$ cat src/rtl/vga_timing_pkg.sv
// Default 640x480@60 timing constants and the shared 10-bit counter type.
// Used by the sync generator as parameter defaults and for its range decode.
package vga_timing_pkg;

  typedef logic [9:0] cnt_t;

  localparam int H_VISIBLE = 640;
  localparam int H_FP      = 16;
  localparam int H_SYNC    = 96;
  localparam int H_BP      = 48;
  localparam int V_VISIBLE = 480;
  localparam int V_FP      = 10;
  localparam int V_SYNC    = 2;
  localparam int V_BP      = 33;

  function automatic logic in_range(input cnt_t val, input cnt_t lo, input cnt_t hi);
    return (val >= lo) && (val <= hi);
  endfunction

endpackage

$ cat src/rtl/sig_delay.sv
// Enable-gated shift register: DEPTH cycles of latency, stalls while en is low.
// All stages load RST_VAL on reset so nothing spurious appears downstream.
module sig_delay #(
  parameter int               WIDTH   = 3,
  parameter int               DEPTH   = 1,
  parameter logic [WIDTH-1:0] RST_VAL = '0
) (
  input  logic             clk,
  input  logic             rst,
  input  logic             en,
  input  logic [WIDTH-1:0] din,
  output logic [WIDTH-1:0] dout
);

  logic [WIDTH-1:0] stage_q [DEPTH];
  logic [WIDTH-1:0] stage_d [DEPTH];

  always_comb begin
    stage_d[0] = din;
    for (int i = 1; i < DEPTH; i++) begin
      stage_d[i] = stage_q[i-1];
    end
  end

  always_ff @(posedge clk or posedge rst) begin
    if (rst) begin
      for (int i = 0; i < DEPTH; i++) begin
        stage_q[i] <= RST_VAL;
      end
    end else if (en) begin
      stage_q <= stage_d;
    end
  end

  assign dout = stage_q[DEPTH-1];

endmodule

$ cat src/rtl/vga_syncgen.sv
// VGA timing generator: H/V counters, sync/DE decode and a FRAME_START pulse.
// Counters registered; HS/VS/DE lag them by 1+DLY cycles; EN low freezes everything.
module vga_syncgen
  import vga_timing_pkg::*;
#(
  parameter int HVISIBLE = H_VISIBLE,
  parameter int HFP      = H_FP,
  parameter int HSYNC    = H_SYNC,
  parameter int HBP      = H_BP,
  parameter int VVISIBLE = V_VISIBLE,
  parameter int VFP      = V_FP,
  parameter int VSYNC    = V_SYNC,
  parameter int VBP      = V_BP,
  parameter bit SYNC_POL = 1'b0,
  parameter int DLY      = 0
) (
  input  logic       PCK,
  input  logic       RST,
  input  logic       EN,
  output logic [9:0] HCNT,
  output logic [9:0] VCNT,
  output logic       VGA_HS,
  output logic       VGA_VS,
  output logic       VGA_DE,
  output logic       FRAME_START
);

  localparam int   HTOTAL   = HVISIBLE + HFP + HSYNC + HBP;
  localparam int   VTOTAL   = VVISIBLE + VFP + VSYNC + VBP;
  localparam cnt_t H_LAST   = cnt_t'(HTOTAL - 1);
  localparam cnt_t V_LAST   = cnt_t'(VTOTAL - 1);
  localparam cnt_t H_ACT    = cnt_t'(HVISIBLE);
  localparam cnt_t V_ACT    = cnt_t'(VVISIBLE);
  localparam cnt_t HS_FIRST = cnt_t'(HVISIBLE + HFP);
  localparam cnt_t HS_LAST  = cnt_t'(HVISIBLE + HFP + HSYNC - 1);
  localparam cnt_t VS_FIRST = cnt_t'(VVISIBLE + VFP);
  localparam cnt_t VS_LAST  = cnt_t'(VVISIBLE + VFP + VSYNC - 1);
  localparam bit   INACT    = ~SYNC_POL;
  localparam logic [2:0] SYNC_IDLE = {INACT, INACT, 1'b0};

  if (HTOTAL > 1024 || VTOTAL > 1024) begin : g_bad_total
    $error("vga_syncgen: timing totals exceed the 10-bit counter range");
  end
  if (DLY < 0 || DLY > 7) begin : g_bad_dly
    $error("vga_syncgen: DLY must be within 0..7");
  end

  cnt_t       hcnt_q, hcnt_d;
  cnt_t       vcnt_q, vcnt_d;
  logic [2:0] sync_q, sync_d;
  logic [2:0] sync_out;
  logic       hs_raw, vs_raw, de_raw;

  always_comb begin
    hcnt_d = hcnt_q;
    vcnt_d = vcnt_q;
    if (EN) begin
      if (hcnt_q == H_LAST) begin
        hcnt_d = '0;
        vcnt_d = (vcnt_q == V_LAST) ? '0 : vcnt_q + 10'd1;
      end else begin
        hcnt_d = hcnt_q + 10'd1;
      end
    end
  end

  // Decode from the current count; the register below adds the one cycle of lag.
  always_comb begin
    hs_raw = in_range(hcnt_q, HS_FIRST, HS_LAST);
    vs_raw = in_range(vcnt_q, VS_FIRST, VS_LAST);
    de_raw = (hcnt_q < H_ACT) && (vcnt_q < V_ACT);
    sync_d = sync_q;
    if (EN) begin
      sync_d = {hs_raw ? SYNC_POL : INACT, vs_raw ? SYNC_POL : INACT, de_raw};
    end
  end

  always_ff @(posedge PCK or posedge RST) begin
    if (RST) begin
      hcnt_q <= '0;
      vcnt_q <= '0;
      sync_q <= SYNC_IDLE;
    end else begin
      hcnt_q <= hcnt_d;
      vcnt_q <= vcnt_d;
      sync_q <= sync_d;
    end
  end

  if (DLY > 0) begin : g_dly
    sig_delay #(
      .WIDTH  (3),
      .DEPTH  (DLY),
      .RST_VAL(SYNC_IDLE)
    ) u_sig_delay (
      .clk (PCK),
      .rst (RST),
      .en  (EN),
      .din (sync_q),
      .dout(sync_out)
    );
  end else begin : g_nodly
    assign sync_out = sync_q;
  end

  assign {VGA_HS, VGA_VS, VGA_DE} = sync_out;
  assign HCNT        = hcnt_q;
  assign VCNT        = vcnt_q;
  // Taken straight off the counters so it stays aligned to HCNT/VCNT, not to the delayed syncs.
  assign FRAME_START = EN && !RST && (hcnt_q == '0) && (vcnt_q == '0);

endmodule

$ cat config.mk
export PLATFORM = sky130hd
export DESIGN_NAME = vga_syncgen
export DESIGN_NICKNAME = d
export VERILOG_FILES = /design/src/rtl/vga_timing_pkg.sv /design/src/rtl/sig_delay.sv /design/src/rtl/vga_syncgen.sv
export SDC_FILE = /design/constraint.sdc
export NUM_CORES = 1
export LEC_CHECK = 0
export BUFFER_PORTS_ARGS = -buffer_cell sky130_fd_sc_hd__buf_4
export CORE_MARGIN = 2
export CORE_UTILIZATION = 30
export DETAILED_ROUTE_END_ITERATION = 8
export PLACE_DENSITY = 0.47
export SLEW_MARGIN = 40
export SYNTH_ARGS = -nofsm -noshare
export SYNTH_HDL_FRONTEND = slang
export SYNTH_SLANG_ARGS = --single-unit
$ cat constraint.sdc
create_clock -name PCK -period 2.7 [get_ports PCK]
set_input_delay 0.81 -clock PCK [delete_from_list [all_inputs] [get_ports PCK]]
set_output_delay 0.81 -clock PCK [all_outputs]
set_load 0.005 [all_outputs]
==> flow_metrics.env <==
export IMPL_status="completed"
export IMPL_routabilityCongestion=0.8025
export IMPL_tightest_slew_ns=0.5415
export IMPL_port_buffers=26
export IMPL_synthMuxAreaShare=0.007421
export IMPL_synthSimpleGateAreaFrac=0.3154
export IMPL_post_route_util=0.3716
export IMPL_wl_per_cell_um=14.39
export IMPL_finalSetupViolCount=0
export IMPL_grt_util_met3=0.02422
export IMPL_ios=27
export IMPL_worst_ep_arrival_time_ns=1.63
export IMPL_firstDrtPassIters=4
export IMPL_syn_num_nets=146
export IMPL_syn2layout_area_growth_pct=19.94
export IMPL_synth_compound_area_frac=0.07792
export IMPL_grt_max_degree=24
export IMPL_clock_sink_count=23
export IMPL_ys_seq_area_frac=0.4286
export IMPL_fin_skew_ns=0.004747
export IMPL_start_kind="input pin"
export IMPL_die_x_um=71.05
export IMPL_hold_ws_ns=0.4957
export IMPL_initial_core_util=0.3098
export IMPL_criticalPathCategory="in -> out"
export IMPL_nFillCells=449
export IMPL_grt_ovfl_total=0
export IMPL_rsz0062_at_grt="no"
export IMPL_fin_setup_tns_ns=0
export IMPL_fin_crit_sh=0.9051
export IMPL_drc=0
export IMPL_ant_nets=0
export IMPL_numCtsBuffers=3
export IMPL_cts_tree="built"
export IMPL_p_leak_nw=0.7283
export IMPL_gr_max_usage_layer="met2"
export IMPL_diodes=0
export IMPL_h_tree_depth=1
export IMPL_synth_edf_count=0
export IMPL_grt_pass1_wl_um=5340
export IMPL_place_inst=209
export IMPL_syn_inst=138
export IMPL_end_kind="primary output"
export IMPL_dieArea_um2=5048
export IMPL_die_h_um=71.05
export IMPL_peakVddDrop_mv=0.2926
export IMPL_synthAdderAreaFrac=0.04638
export IMPL_worstPathMaxFanout=14
export IMPL_path_clk_slew_ns=0.09
export IMPL_final_cell_mix="buf_4, dfrtp_1, nand3_1"
export IMPL_hpwl_um=2296
export IMPL_drt_initial_drc_count=63
export IMPL_synth_top_family_by_area="simple AND/OR/NAND/NOR gates"
export IMPL_max_cap_violations=0
export IMPL_ys_types=38
export IMPL_power_density_nw_per_um2=637.2
export IMPL_final_common_cell="buf_4"
export IMPL_grt_pass1_vias=1081
export IMPL_required_ns=1.89
export IMPL_routed_via_density=5.230
export IMPL_post_cts_repair_setup_buffers=0
export IMPL_power_total_mw=1.031
export IMPL_hold_violations=0
export IMPL_yosys_area_share_xor_xnor=0.07143
export IMPL_yosysWarnings=0
export IMPL_synth_cell_area_um2=1349
export IMPL_clk_latency_ns=0.27
export IMPL_drive_above_1_share=0.2360
export IMPL_slew_violations=0
export IMPL_relSlewSlack=0.6371
export IMPL_core_area_um2=4354
export IMPL_synthArstFlopShare=1.000
export IMPL_grt_usage=0.1337
export IMPL_finalNonFillerCells=213
export IMPL_placed_area_um2=1572
export IMPL_rows=24
export IMPL_met1_usage=0.1849
export IMPL_worstHoldPathCells=2
export IMPL_vias=1114
export IMPL_setup_ws_ns=0.2562
export IMPL_synth_ff_type="dfrtp_1"
export IMPL_final_cell_area_um2=1618
export IMPL_antenna_found_initial=0
export IMPL_reg2reg_depth=5
export IMPL_cts_root_buf="clkbuf_8"
export IMPL_clockBufferDepth=2
export IMPL_yosys_register_bits=23
export IMPL_final_nets=170
export IMPL_dpl_worst_slack_ns=0.2396
export IMPL_syn_area_per_cell_um2=9.774
export IMPL_fmax_ghz=0.4092
export IMPL_cts_resized=0
export IMPL_hp_class="reg -> reg"
export IMPL_period_needed_ns=2.444
export IMPL_grt_use_met2=0.2087
export IMPL_drt_wl_total_um=3065
export IMPL_cts_hold_buffers_added=0
-- power by group --
part           total [mW]  internal (mW)  switching [mW]
Combinational       0.290          0.160           0.130
Clock               0.224          0.103           0.120
Sequential          0.517          0.396           0.121
Total                1.03          0.659           0.372
-- critical path, cell delays in order --
cell and delay [ns]:
buf_4 0.18, nor4bb_1 0.24, nand4_1 0.13, nor2_1 0.15
buf_4 0.12
-- final cells by class --
class,count,area (um^2),share of cell area
clock inverter,1,5.005,0.003094
sequential,23,578.1,0.3573
inverter,9,33.78,0.02088
multi-input combinational,99,699.4,0.4323
timing repair buffer,26,195.2,0.1206
clock buffer,3,41.29,0.02552
tap,52,65.06,0.04022
-- path summary, 6_finish.rpt --
kind | startpoint | endpoint | slack (ns)
worst max-delay path | EN | FRAME_START | 0.26
worst min-delay path | sync_out[2]$_DFFE_PP1P_ | sync_out[2]$_DFFE_PP1P_ | 0.50
worst min register to register | sync_out[2]$_DFFE_PP1P_ | sync_out[2]$_DFFE_PP1P_ | 0.50
worst max register to register | HCNT[0]$_DFFE_PP0P_ | VCNT[2]$_DFFE_PP0P_ | 0.98
min in group asynchronous | RST | HCNT[2]$_DFFE_PP0P_ | 0.58
max in group asynchronous | RST | sync_out[1]$_DFFE_PP1P_ | 1.76
-- metal layers --
layer,share of wire,vias up
met2,0.48,23
met4,0.011,0
met3,0.043,4
met1,0.46,547
met5,0,-
li1,-,540
-- synthesized netlist by cell type (2+ instances only) --
cell	n	area, um^2
and3_1	4	25.02
dfrtp_1	21	525.5
nand4_1	3	18.77
clkbuf_1	3	11.26
nand2_1	7	26.28
a21oi_1	3	15.01
nand4b_1	4	35.03
nor2_1	13	48.80
nor4_1	4	25.02
xnor2_1	7	61.31
buf_2	3	15.01
xor2_1	4	35.03
nor4_4	2	42.54
dfstp_2	2	52.55
o21ai_0	4	20.02
nand3_1	15	75.07
o211ai_1	2	15.01
a31oi_1	3	18.77
inv_1	9	33.78
nand2b_1	2	12.51
nor2b_1	2	12.51
ha_1	5	62.56
-- state kept, by name, indices dropped and copies added (netlist names) --
register	flops
sync_out	3
VCNT	10
HCNT	10
-- kinds of logic (layout without fill, tap and decap cells) --
logic type               Yosys count  after routing
XOR/XNOR                          11             11
adder cells (fa/ha/maj)            5              5
buffers and inverters             16             39
flip-flops                        23             23
AO/OA/AOI/OAI                     17             17
multiplexers                       1              1
AND/OR/NAND/NOR                   65             65
Power figures use the tool's default switching activity.
